## src/rtl/priority_request_capture_pkg.sv

```systemverilog
// prio_input_pkg: channel count, channel index type and debounce counter width helper
package prio_input_pkg;
  localparam int NUM_CH = 8;
  typedef logic [2:0] ch_idx_t;
  function automatic int cnt_width(input int debounce_cycles);
    return $clog2(debounce_cycles + 1);
  endfunction
endpackage

```

## src/rtl/priority_request_capture_if.sv

```systemverilog
// priority_request_capture_if: raw requests and clears in; level, pending, overrun, any_pending out
interface priority_request_capture_if;
  import prio_input_pkg::*;
  logic [NUM_CH-1:0] req_raw;
  logic clr_valid;
  ch_idx_t clr_idx;
  logic clr_all;
  logic [NUM_CH-1:0] level;
  logic [NUM_CH-1:0] pending;
  logic [NUM_CH-1:0] overrun;
  logic any_pending;
  modport master (output req_raw, clr_valid, clr_idx, clr_all, input level, pending, overrun, any_pending);
  modport slave (input req_raw, clr_valid, clr_idx, clr_all, output level, pending, overrun, any_pending);
endinterface

```

## src/rtl/priority_request_capture_debounce_channel.sv

```systemverilog
// debounce_channel: clk/rst, raw in; 2-flop sync + counter debounce, level out and comb rise on the edge level goes 0->1
module debounce_channel
  import prio_input_pkg::*;
#(
  parameter int DEBOUNCE_CYCLES = 1000
) (
  input  logic clk,
  input  logic rst,
  input  logic raw,
  output logic level,
  output logic rise
);
  localparam int W = cnt_width(DEBOUNCE_CYCLES);
  logic [1:0] sync;
  logic [W-1:0] cnt;
  logic s;
  logic flip;
  assign s = sync[1];
  assign flip = (s != level) && (cnt == W'(DEBOUNCE_CYCLES - 1));
  assign rise = flip && !level;
  always_ff @(posedge clk) begin
    if (rst) begin
      sync <= '0;
      cnt <= '0;
      level <= 1'b0;
    end else begin
      sync <= {sync[0], raw};
      cnt <= (s == level || flip) ? '0 : cnt + 1'b1;
      level <= flip ? ~level : level;
    end
  end
endmodule

```

## src/rtl/priority_request_capture.sv

```systemverilog
// priority_request_capture: clk/rst plus bus (req_raw, clr_valid, clr_idx, clr_all in; level, pending, overrun, any_pending out)
module priority_request_capture
  import prio_input_pkg::*;
#(
  parameter int DEBOUNCE_CYCLES = 1000
) (
  input logic clk,
  input logic rst,
  priority_request_capture_if.slave bus
);
  logic [NUM_CH-1:0] level;
  logic [NUM_CH-1:0] rise;
  logic [NUM_CH-1:0] pending;
  logic [NUM_CH-1:0] overrun;
  logic [NUM_CH-1:0] clr_mask;
  for (genvar g = 0; g < NUM_CH; g++) begin : g_ch
    debounce_channel #(.DEBOUNCE_CYCLES(DEBOUNCE_CYCLES)) u_ch (
      .clk(clk),
      .rst(rst),
      .raw(bus.req_raw[g]),
      .level(level[g]),
      .rise(rise[g])
    );
  end
  always_comb begin
    clr_mask = bus.clr_all ? '1 : bus.clr_valid ? NUM_CH'(1) << bus.clr_idx : '0;
  end
  always_ff @(posedge clk) begin
    if (rst) begin
      pending <= '0;
      overrun <= '0;
    end else begin
      pending <= rise | (pending & ~clr_mask);
      overrun <= (overrun | (rise & pending)) & ~clr_mask;
    end
  end
  assign bus.level = level;
  assign bus.pending = pending;
  assign bus.overrun = overrun;
  assign bus.any_pending = |pending;
endmodule

```

## src/flat_wrapper.sv

```systemverilog
// flat-port wrapper written by rule: the top's interface ports become plain ports
module priority_request_capture_flat import prio_input_pkg::*;
#(
  parameter int DEBOUNCE_CYCLES = 1000
)
  (clk, rst, bus_req_raw, bus_clr_valid, bus_clr_idx, bus_clr_all, bus_level, bus_pending, bus_overrun, bus_any_pending);
  priority_request_capture_if bus_i ();
  input logic clk;
  input logic rst;
  input wire logic [$bits(bus_i.req_raw)-1:0] bus_req_raw;
  input wire logic [$bits(bus_i.clr_valid)-1:0] bus_clr_valid;
  input wire logic [$bits(bus_i.clr_idx)-1:0] bus_clr_idx;
  input wire logic [$bits(bus_i.clr_all)-1:0] bus_clr_all;
  output wire logic [$bits(bus_i.level)-1:0] bus_level;
  output wire logic [$bits(bus_i.pending)-1:0] bus_pending;
  output wire logic [$bits(bus_i.overrun)-1:0] bus_overrun;
  output wire logic [$bits(bus_i.any_pending)-1:0] bus_any_pending;
  assign bus_i.req_raw = bus_req_raw;
  assign bus_i.clr_valid = bus_clr_valid;
  assign bus_i.clr_idx = bus_clr_idx;
  assign bus_i.clr_all = bus_clr_all;
  assign bus_level = bus_i.level;
  assign bus_pending = bus_i.pending;
  assign bus_overrun = bus_i.overrun;
  assign bus_any_pending = bus_i.any_pending;
  priority_request_capture #(.DEBOUNCE_CYCLES(DEBOUNCE_CYCLES)) u_core (.clk(clk), .rst(rst), .bus(bus_i));
endmodule
```

## config.mk

```make
export PLATFORM = sky130hd
export DESIGN_NAME = priority_request_capture_flat
export DESIGN_NICKNAME = d
export VERILOG_FILES = /design/src/rtl/priority_request_capture_pkg.sv /design/src/rtl/priority_request_capture_if.sv /design/src/rtl/priority_request_capture_debounce_channel.sv /design/src/rtl/priority_request_capture.sv /design/src/flat_wrapper.sv
export SDC_FILE = /design/constraint.sdc
export NUM_CORES = 1
export LEC_CHECK = 0
export CAP_MARGIN = 25
export CORE_UTILIZATION = 48
export CTS_CLUSTER_DIAMETER = 100
export DETAILED_ROUTE_END_ITERATION = 12
export PLACE_DENSITY = 0.68
export RECOVER_POWER = 100
export SLEW_MARGIN = 20
export SYNTH_ARGS = -nofsm -noshare
export SYNTH_HDL_FRONTEND = slang
export SYNTH_SLANG_ARGS = --single-unit
```

## constraint.sdc

```tcl
create_clock -name clk -period 1.9 [get_ports clk]
set_input_delay 0.38 -clock clk [delete_from_list [all_inputs] [get_ports clk]]
set_output_delay 0.38 -clock clk [all_outputs]
set_load 0.01 [all_outputs]
```

Word level (Yosys, flattened, before mapping)
Cells that the tools add are included.
Operators by class
  add/subtract/negate cells: 8
  equal/unequal tests: 24
  shift-type cells: 1
  mux-type cells: 2
  bitwise logic cells: 14
  reduce and logical (&&, ||, !) cells: 41
Operator list (number)
  adder 10 x 1 -> 10 bit (second input constant): 8
  == test 10 bit (second input constant): 8
  AND 8 bit: 3
  logical AND 1 bit: 16
  2-to-1 mux 8 bit: 2
  OR 8 bit: 2
  OR reduction 2 bit: 8
  == test 1 bit: 8
  logical NOT 1 bit: 8
  logical OR 1 bit: 8
  inequality test 1 bit: 8
  inverter 1 bit: 8
  inverter 8 bit: 1
  OR reduction 8 bit: 1
  left shift 1 x 3 -> 8 bit (first input constant): 1
Word-level totals
  flip-flop bits (word level): 120
  output and inout port bits: 25
  word-level logic and storage cells: 116

Depth between registers and ports, before layout
  depth in word-level cells: 6
  gate-level depth with buffers: 5
  depth with buffers taken out: 5

Hierarchy
Synthesis repeated with hierarchy kept, for this count alone.
Unflattened totals
  cell total of the unflattened synthesis: 581
  area, all modules: 5397.7 µm²
By module, submodules not included
  debounce_channel: instances 8, cells an instance 65, area an instance 593.1 µm²
  priority_request_capture: instances 1, cells an instance 61, area an instance 653.1 µm²

Worst setup path after synthesis
OpenSTA, ideal clock, no wires.
  path kind: register to register
  from: register u_core.g_ch[0].u_ch.cnt[0]
  to: register u_core.overrun[0] (netlist: u_core.bus.overrun[0])
  library setup time: 0.067 ns
  arrival time: 1.443 ns
  required time: 1.833 ns
  path slack: 0.390 ns
  cell stages (with the launch flop): 6
  path buffers: 0
  cells stage by stage: dfxtp_1 -> ha_1 -> and4bb_4 -> nand3_2 -> or3b_4 -> o21ai_2
Between the ends
  word-level cells in the longest chain between the ends: 6
RTL lines
  start, declared: RTL line priority_request_capture_debounce_channel.sv:15  | logic [W-1:0] cnt;
  start signal, assigned: RTL line priority_request_capture_debounce_channel.sv:28  | cnt <= (s == level || flip) ? '0 : cnt + 1'b1;
  == test 10 bit: RTL line priority_request_capture_debounce_channel.sv:19  | assign flip = (s != level) && (cnt == W'(DEBOUNCE_CYCLES - 1));
  logical AND 1 bit: RTL line priority_request_capture_debounce_channel.sv:19
  logical AND 1 bit: RTL line priority_request_capture_debounce_channel.sv:20  | assign rise = flip && !level;
  AND 8 bit: RTL line priority_request_capture.sv:34  | overrun <= (overrun | (rise & pending)) & ~clr_mask;
  OR 8 bit: RTL line priority_request_capture.sv:34
  AND 8 bit: RTL line priority_request_capture.sv:34
  end signal, assigned: RTL line priority_request_capture.sv:34
  end, declared: RTL line priority_request_capture.sv:14  | logic [NUM_CH-1:0] overrun;
Every way passes these cells.
A chain may end at the register's enable or synchronous reset.

Worst setup path after layout
  from: register u_core.pending[5] (netlist: u_core.bus.pending[5])
  to: output bus_pending[5]
RTL lines
  start, declared: RTL line priority_request_capture.sv:13  | logic [NUM_CH-1:0] pending;
  start signal, assigned: RTL line priority_request_capture.sv:33  | pending <= rise | (pending & ~clr_mask);
  end, declared: RTL line flat_wrapper.sv:15  | output wire logic [$bits(bus_i.pending)-1:0] bus_pending;
No word-level cell between the ends.

==> key figures <==
Timing
  • Fmax: about 550 MHz
  • Worst slew pin tran: roughly 0.59 ns
  • Final hold viol count: 0
  • Slew headroom: 0.604
  • Clock skew: between 0.007 and 0.008 ns
  • Fin crit period: 1.83 ns
  • Final setup viols: 0
  • Tcrit/Tclk final: 0.964
  • RSZ-0062 raised after global routing: false
  • Fin. max-slew vios: 0
  • Fin Setup TNS: 0 ns
  • Hold_ws: 0.329 ns

Pwr
  • Pint: 4.53 mW
  • Combinational share of power: 0.020
  • Static leakage: 2.24 nW
  • Pwr Total: 5.60 mW
  • Clock Power Share: 0.524
  • Flop pwr share: 0.456
  • Sw Pwr: ~1.1 mW
  • PD cells: 931 nW/µm²
  • Peak VDD IR: between 0.0006 and 0.0007 V
  • Sw frac: 0.191

Final layout
  • Nets: between 600 and 700
  • Diodes inserted: 0
  • Commonest cells after routing, fill and taps aside: dfxtp_1, nor2_1, nand2_1, nand3_1, nor2b_1
  • Register area: approximately 2400 µm²
  • Most common library cell in the layout ignoring fill and taps: dfxtp_1
  • Ratio of cells with drive above 1 in the final layout: 0.0824
  • Fin cells: between 700 and 800
  • Final Util: 0.588
  • Combined area of the multi-input logic cells: 2480 µm²
  • Layout area overhead: 19.3%
  • Fillers: 900

Global route
  • Grt peak-use layer: met2
  • Initial antenna violation count: 0
  • GR Layer Usage met1: 0.225
  • GR Overflow Total: 0
  • First-pass GRT wire length: 16400 µm
  • Met3 GRT Util: 0.0858
  • Number of global-route vias before repair: roughly 3600
  • Pin count of the biggest net entering global routing: 28
  • Routing usage on met2: 0.296
  • GRT Util Overall: 0.192

Routing
  • DR DRC count: 0
  • Via density: 5.21
  • DRT antenna net count: 0
  • Total wire length: between 9000 and 10000 µm
  • Pre-Repair DR Iteration Count: 7
  • First-iteration detailed-routing DRC count: 109
  • DR WL/cell: 13.0 µm
  • DR vias: 3806

Setup path
  • CP Capture Type: primary output
  • Crit path cell chain: clkdlybuf4s50_1
  • Worst path bufs/invs: 1
  • Worst Path Required: 1.52 ns
  • Worst path max stage delay: 0.56 ns
  • Setup CP Type: flip-flop to primary output
  • Slowest cell on crit path: clkdlybuf4s50_1
  • Worst path arrival time: approximately 1.5 ns
  • Startpoint types: flip-flop
  • CP delay by family, top: buffers and inverters
  • Crit path max fanout: 3

Place
  • DPL Wire Length: approximately 7000 µm
  • GP Congestion: 0.822
  • Dpl cells: 703
  • Port Buffers: 39

Floorplanning
  • Die height: 104 µm
  • Io pins: 40
  • Die width: 104 µm
  • Starting Density: 0.492
  • CORE AREA: 10200 µm²
  • Die ar.: about 11000 µm²
  • Site Rows: 37

Synthesis
  • Post-synth top area share: 0.477
  • Post-synth EDFFs: 0
  • Synth Net Count: 563
  • Cell count after synthesis: 540
  • Main synth FF type: dfxtp_1
  • Mean Syn Cell Area: roughly 9.3 µm²
  • YS warnings: 0
  • Seq/Total Area, Yosys: 0.477
  • Ys async rst share: 0
  • Yosys top cell by area: dfxtp_1
  • Number of synthesized register bits: 120
  • Library cells used by synthesis: between 40 and 50
  • Cells taking the most area after synthesis: dfxtp_1, nor2_1, xnor2_1
  • Post-Syn Area: 5040 µm²

Worst hold path
  • HP Class: input pin to flip-flop

CTS
  • Number of H-tree levels: 4
  • Clock Tree Buf Depth: 2
  • Root Buffer: clkbuf_8
  • Clk sinks: 120
  • Clk_lat worst skew: approximately 0.52 ns
  • Hold-fix buffers, CTS: 0
  • CTS tree: built
  • Clock buffer count from CTS: 17
  • CTS clk-pin slew, worst paths: 0.05 ns

Outcome
  • Status: finished, final reports clean

Job
  • Max Cap Violations: 0
[sequential cells by signal (all words and copies together) (netlist names)]
register	flops
u_core.g_ch.u_ch.level	8
u_core.g_ch.u_ch.cnt	80
u_core.bus.pending	8
u_core.g_ch.u_ch.sync	16
u_core.bus.overrun	8
[what timing repair did]
action	CTS	global route
setup buffers	0	0
setup endpoints to repair	3	8
gates resized for setup	9	10
pin swaps	1	1
[per-stage QoR]
| stage | setup slack, ns | instance area (µm²) |
|---|---|---|
| 4_1_cts | 0.00137 | 6080 |
| 6_report | 0.0681 | 6010 |
| 2_1_floorplan | 0.390 | 5040 |
| 3_3_place_gp | 0.249 | 5540 |
| 3_5_place_dp | 0.197 | 5540 |
| 5_1_grt | 0.00267 | 6010 |
[worst paths after layout]
path / slack, ns / from / endpoint / cells past startpoint
setup / recovery: 0.07 / u_core.bus.pending[5] / bus_pending[5] / 1
setup reg to reg: 0.16 / u_core.g_ch[0].u_ch.cnt[0] / u_core.bus.overrun[0] / 5
hold / removal: 0.33 / rst / u_core.g_ch[6].u_ch.level / 2
hold reg to reg: 0.43 / u_core.g_ch[0].u_ch.sync[0] / u_core.g_ch[0].u_ch.sync[1] / 1
[routing by layer]
layer / wire length [µm] / share of wire
met4: 185 / 0.019
met5: 0 / 0
met3: 580 / 0.061
met1: 4440 / 0.47
met2: 4290 / 0.45
[final cells by class]
| class | instances | share of cell area |
|---|---|---|
| sequential | 120 | 0.400 |
| timing repair buffer | 41 | 0.0649 |
| clock inverter | 4 | 0.0117 |
| tap | 136 | 0.0283 |
| clock buffer | 24 | 0.0782 |
| inverter | 8 | 0.00499 |
| multi-input combinational | 398 | 0.412 |
[power groups by stage]
| stage | combinational [mW] | clock, mW | sequential (mW) |
|---|---|---|---|
| after CTS | 0.116 | 3.00 | 2.55 |
| after floorplan | 0.0622 | 0 | 2.60 |
| after detailed placement | 0.116 | 0 | 2.60 |
| final | 0.113 | 2.93 | 2.55 |
| after global routing | 0.127 | 3.13 | 2.55 |
| after global placement | 0.113 | 0 | 2.60 |
[cells in the mapped netlist, drive strengths merged (9+ instances only)]
| library cell | count |
|---|---|
| and3 | 20 |
| xnor2 | 24 |
| o21ai | 16 |
| nand3 | 33 |
| nor2b | 30 |
| a31oi | 18 |
| nand2b | 9 |
| dfxtp | 120 |
| nor2 | 74 |
| xor2 | 24 |
| a21oi | 12 |
| nand2 | 50 |
[kinds of logic (layout without fill, tap and decap cells)]
| group | Yosys count | in the layout | share of synthesized area |
|---|---|---|---|
| AO/OA/AOI/OAI | 71 | 71 | 0.0971 |
| XOR/XNOR | 48 | 48 | 0.0834 |
| adder cells (fa/ha/maj) | 8 | 8 | 0.0199 |
| buffers and inverters | 22 | 77 | 0.0223 |
| flip-flops | 120 | 120 | 0.477 |
| multiplexers | 8 | 8 | 0.0159 |
| AND/OR/NAND/NOR | 263 | 263 | 0.285 |
Note: power is estimated with default switching activity, not from simulation.
==> RTL change 1: new RTL, same settings <==
Make the reset (`rst`) asynchronous in 2 clocked blocks.
--- a/src/rtl/priority_request_capture_debounce_channel.sv
+++ b/src/rtl/priority_request_capture_debounce_channel.sv
@@ -18,7 +18,7 @@
   assign s = sync[1];
   assign flip = (s != level) && (cnt == W'(DEBOUNCE_CYCLES - 1));
   assign rise = flip && !level;
-  always_ff @(posedge clk) begin
+  always_ff @(posedge clk or posedge rst) begin
     if (rst) begin
       sync <= '0;
       cnt <= '0;
--- a/src/rtl/priority_request_capture.sv
+++ b/src/rtl/priority_request_capture.sv
@@ -25,7 +25,7 @@
   always_comb begin
     clr_mask = bus.clr_all ? '1 : bus.clr_valid ? NUM_CH'(1) << bus.clr_idx : '0;
   end
-  always_ff @(posedge clk) begin
+  always_ff @(posedge clk or posedge rst) begin
     if (rst) begin
       pending <= '0;
       overrun <= '0;
Formal check against the unedited RTL: same outputs for any inputs over 10 cycles, from zero or initial values and one cycle with rst high; that may be too few to reach the edited logic, so the function may still have changed.
==> RTL change 1 against the original RTL <==
- synthesized area grew 8.9%
- critical path depth is the same
- routed wire length grew 15%
- final cell count shrank 1.4%
- first-iteration DRC count grew 94%
- sequential share of layout area grew 5.3 points
- register-to-register slack lost 0.05 ns
- design area grew 10%
- sequential cell count is the same
- worst setup slack lost 0.0054 ns
- count of clock-buffer cells in the layout grew 1
- power grew 7.6%
- critical path type unchanged
- largest cell class is now sequential cells
==> RTL change 1: results (changes against the original RTL) <==
Yosys cell types=43 (+4.9%); GR Layer Usage met2=32.21% (+2.6 points); slew margin rel.=45.07% (-15 points); buffering overhead=7.318% (+0.83 points); Repair and plain buffers=57 (+39%); Hold Slack=0.3465 ns (+0.01770 ns); DP Worst Slack=0.1249 ns (-0.07195 ns); Sequential Power=2.68 mW (+5%); Async S/R FF share, synth=100.0% (+100 points); Worst path max stage delay=0.62 ns (+0.06 ns); P_sw=1.285 mW (+20%); clock skew=0.007443 ns (-0.00006550 ns); met3 GRT Util=7.053% (-1.5 points); met2 wire len=5.278 mm (+23%); wl on met1=4.936 mm (+11%); Hold Crit Start=u_core.g_ch[2].u_ch.sync[0]$_DFF_PP0_; RD Place Congestion=0.8006 (-2.6%); largest net degree at the start of global routing=63 (+130%); status=complete, no violations; Hold WC Path Type=reg2reg; nets@finish=592 (-2.8%); peak supply drop=0.0008053 V (+22%); hold path endpoint=u_core.g_ch[2].u_ch.sync[1]$_DFF_PP0_; Sequential Area=3004 um^2 (+25%); top post-synthesis cells by count=dfrtp_1 (120), a21oi_1 (43), nor2_1 (36), nand3_1 (31), or3_1 (29); inverters=17 (+9); GR Util met1=25.78% (+3.3 points); vias in the first global route=3952 (+10%); Worst R2R Start=u_core.g_ch[0].u_ch.cnt[0]$_DFF_PP0_; Seq/Total Area, Yosys=54.73% (+7.1 points); Crit Path Max Fanout=4 (+1); Critical Path Sink=bus_pending[3]; multi-input gate count=356 (-11%); routed length on met3=532 um (-8.3%); GR Util All Layers=20.37% (+1.2 points); hold path cells=0 (-2); # clk buffers=25 (+4.2%); root buf cell=clkbuf_16; slack of the worst reg-to-reg path=0.11 ns (-0.05 ns); Total Routed Length=10.92 mm (+15%); multi-input gate share of total cell area=34.91% (-6.3 points); Worst path slowest cell=dlygate4sd3_1; Worst R2R End=u_core.g_ch[0].u_ch.level$_DFFE_PP0N_; fill cell count=904 (+0.44%); share of layout cells above drive strength 1=9.639% (+1.4 points)
[RTL change 1: changes by cell type in the layout (fill, tap and decap cells not counted), sizes merged, moves of 28 or more]
cell   before  now
dfrtp       0  120
dfxtp     120    0
nor2       74   36
a21oi      12   43
nand2      50   22
[RTL change 1: cell families (layout without fill, tap and decap cells)]
group | Yosys count | in the layout | synth area share (%)
buffers and inverters | 30 | 105 | 2.691
flip-flops | 120 | 120 | 54.73
adder cells (fa/ha/maj) | 8 | 8 | 1.824
AO/OA/AOI/OAI | 114 | 114 | 13.34
XOR/XNOR | 34 | 34 | 5.427
AND/OR/NAND/NOR | 192 | 192 | 20.21
multiplexers | 8 | 8 | 1.779
[RTL change 1: through the flow]
step | instances | area, um^2
2_1_floorplan | 506 | 5490
3_3_place_gp | 690 | 6132
3_5_place_dp | 690 | 6132
4_1_cts | 721 | 6731
5_1_grt | 721 | 6634
6_report | 721 | 6634
==> RTL change 2: new RTL, same flow settings <==
Made on the original files. Change the package constant `NUM_CH` from 8 to 7.
--- a/src/rtl/priority_request_capture_pkg.sv
+++ b/src/rtl/priority_request_capture_pkg.sv
@@ -1,6 +1,6 @@
 // prio_input_pkg: channel count, channel index type and debounce counter width helper
 package prio_input_pkg;
-  localparam int NUM_CH = 8;
+  localparam int NUM_CH = 7;
   typedef logic [2:0] ch_idx_t;
   function automatic int cnt_width(input int debounce_cycles);
     return $clog2(debounce_cycles + 1);
Ports: changed (resized bus_level, bus_overrun, bus_pending and bus_req_raw); port bits go from 40 to 36. No check against the original RTL was run, so the function may have changed too.
==> RTL change 2 against the original RTL <==
- synthesized area shrank 6.9%
- power shrank 33%
- sequential cell count shrank 15
- routed wire length decreased by 1.1%
- design area is 11% lower
- worst setup slack better by 0.030 ns
- core utilization shrank 1.7 points
- highest routed layer unchanged
- largest cell class unchanged
- sequential power down 13%
==> RTL change 2: results (changes against the original RTL) <==
Pre-antenna DRT Iters=4 (-3); slew margin rel.=50.53% (-9.9 points); Hold Crit Start=u_core.g_ch[6].u_ch.sync[0]$_SDFF_PP0_; hold path endpoint=u_core.g_ch[6].u_ch.sync[1]$_SDFF_PP0_; peak supply drop=0.0004332 V (-34%); clk_lat worst skew=0.37 ns (-0.15 ns); GR Util All Layers=19.84% (+0.68 points); Critical Path Sink=bus_pending[3]; Leakage Power=1.710 nW (-24%); clock skew=0.008271 ns (+0.0007624 ns); Seq/Total Area, Yosys=44.82% (-2.9 points); Non-Filler Instances=669 (-8.5%); nets@finish=556 (-8.7%); Syn Nets=523 (-7.1%); First DRT Iteration DRCs=127 (+17%); fill cell count=874 (-2.9%); Cells after DPL=653 (-7.1%); top cell type's share of synthesized area=44.82% (-2.9 points); crit path launch=u_core.bus.pending[3]$_SDFF_PP0_; FF-to-FF path depth=4 (-1); routed via count=3833 (+0.71%); wl on met1=4.470 mm (+0.72%); status=complete, no violations; Hold Slack=0.4406 ns (+0.1118 ns); final non-filler cell area=5345 um^2 (-11%); largest net degree at the start of global routing=29 (+3.6%); hold path cells=1 (-1); largest cells by area after synthesis=dfxtp_1 (45%), nand4_1 (3.6%), o21ai_0 (3.5%); met3 GRT Util=6.241% (-2.3 points); adder-cell share of the synthesized area=1.868% (-0.12 points); Yosys cell types=48 (+17%); post-DP HPWL=6.786 mm (-1.6%); wire length of the first global-routing pass=15.87 mm (-3.0%); Synth Area in Compound Gates=18.86% (+9.2 points); GR Layer Usage met2=33.25% (+3.6 points); vias in the first global route=3495 (-2.7%); critical path arrival=1.42 ns (-0.03 ns); leading registers by flop count=u_core.g_ch.u_ch.cnt: 70 flops, u_core.g_ch.u_ch.sync: 14 flops; H-tree depth=3 (-1); share of layout cells above drive strength 1=5.741% (-2.5 points); routed length on met3=392 um (-32%); top post-synthesis cells by count=dfxtp_1 (105), o21ai_0 (33), nor2_1 (32), nand4_1 (27); CTS Buf Count=9 (-8); post-synthesis mux area share=0% (-1.6 points); met2 wire len=4.382 mm (+2.2%); Synth Instances=502 (-7.0%)
[RTL change 2: cell types whose count changed after synthesis, moves of 10 or more]
cell,before,now
nor2_1,74,32
o21ai_0,2,33
nand2_1,50,26
nand4_1,8,27
and3_1,19,4
dfxtp_1,120,105
or3_1,2,17
inv_1,8,21
a21oi_1,12,23
xnor2_1,24,13
a311oi_1,0,10
o31ai_1,0,10
[RTL change 2: report_power, final]
group | leakage, nW | internal [mW] | switching (mW)
combinational | 0.759 | 0.0517 | 0.0593
clock | 0.101 | 0.661 | 0.768
sequential | 0.849 | 2.22 | 0.0105
[RTL change 2: logic make-up after synthesis]
kind of cell / after synthesis
and+or+nand+nor: 198
AOI/OAI and AO/OA: 126
buffers and inverters: 38
adders and majority gates: 7
xor gates and xnor gates: 28
DFF: 105
[RTL change 2: area by class of cell]
cell class,instances,share of cell area (%)
multi-input cells,359,44.99
flip-flops and latches,105,39.35
repair buffers,38,7.140
well taps,129,3.020
clock buffers,10,2.575
inverters,22,1.545
clock inverters,6,1.381
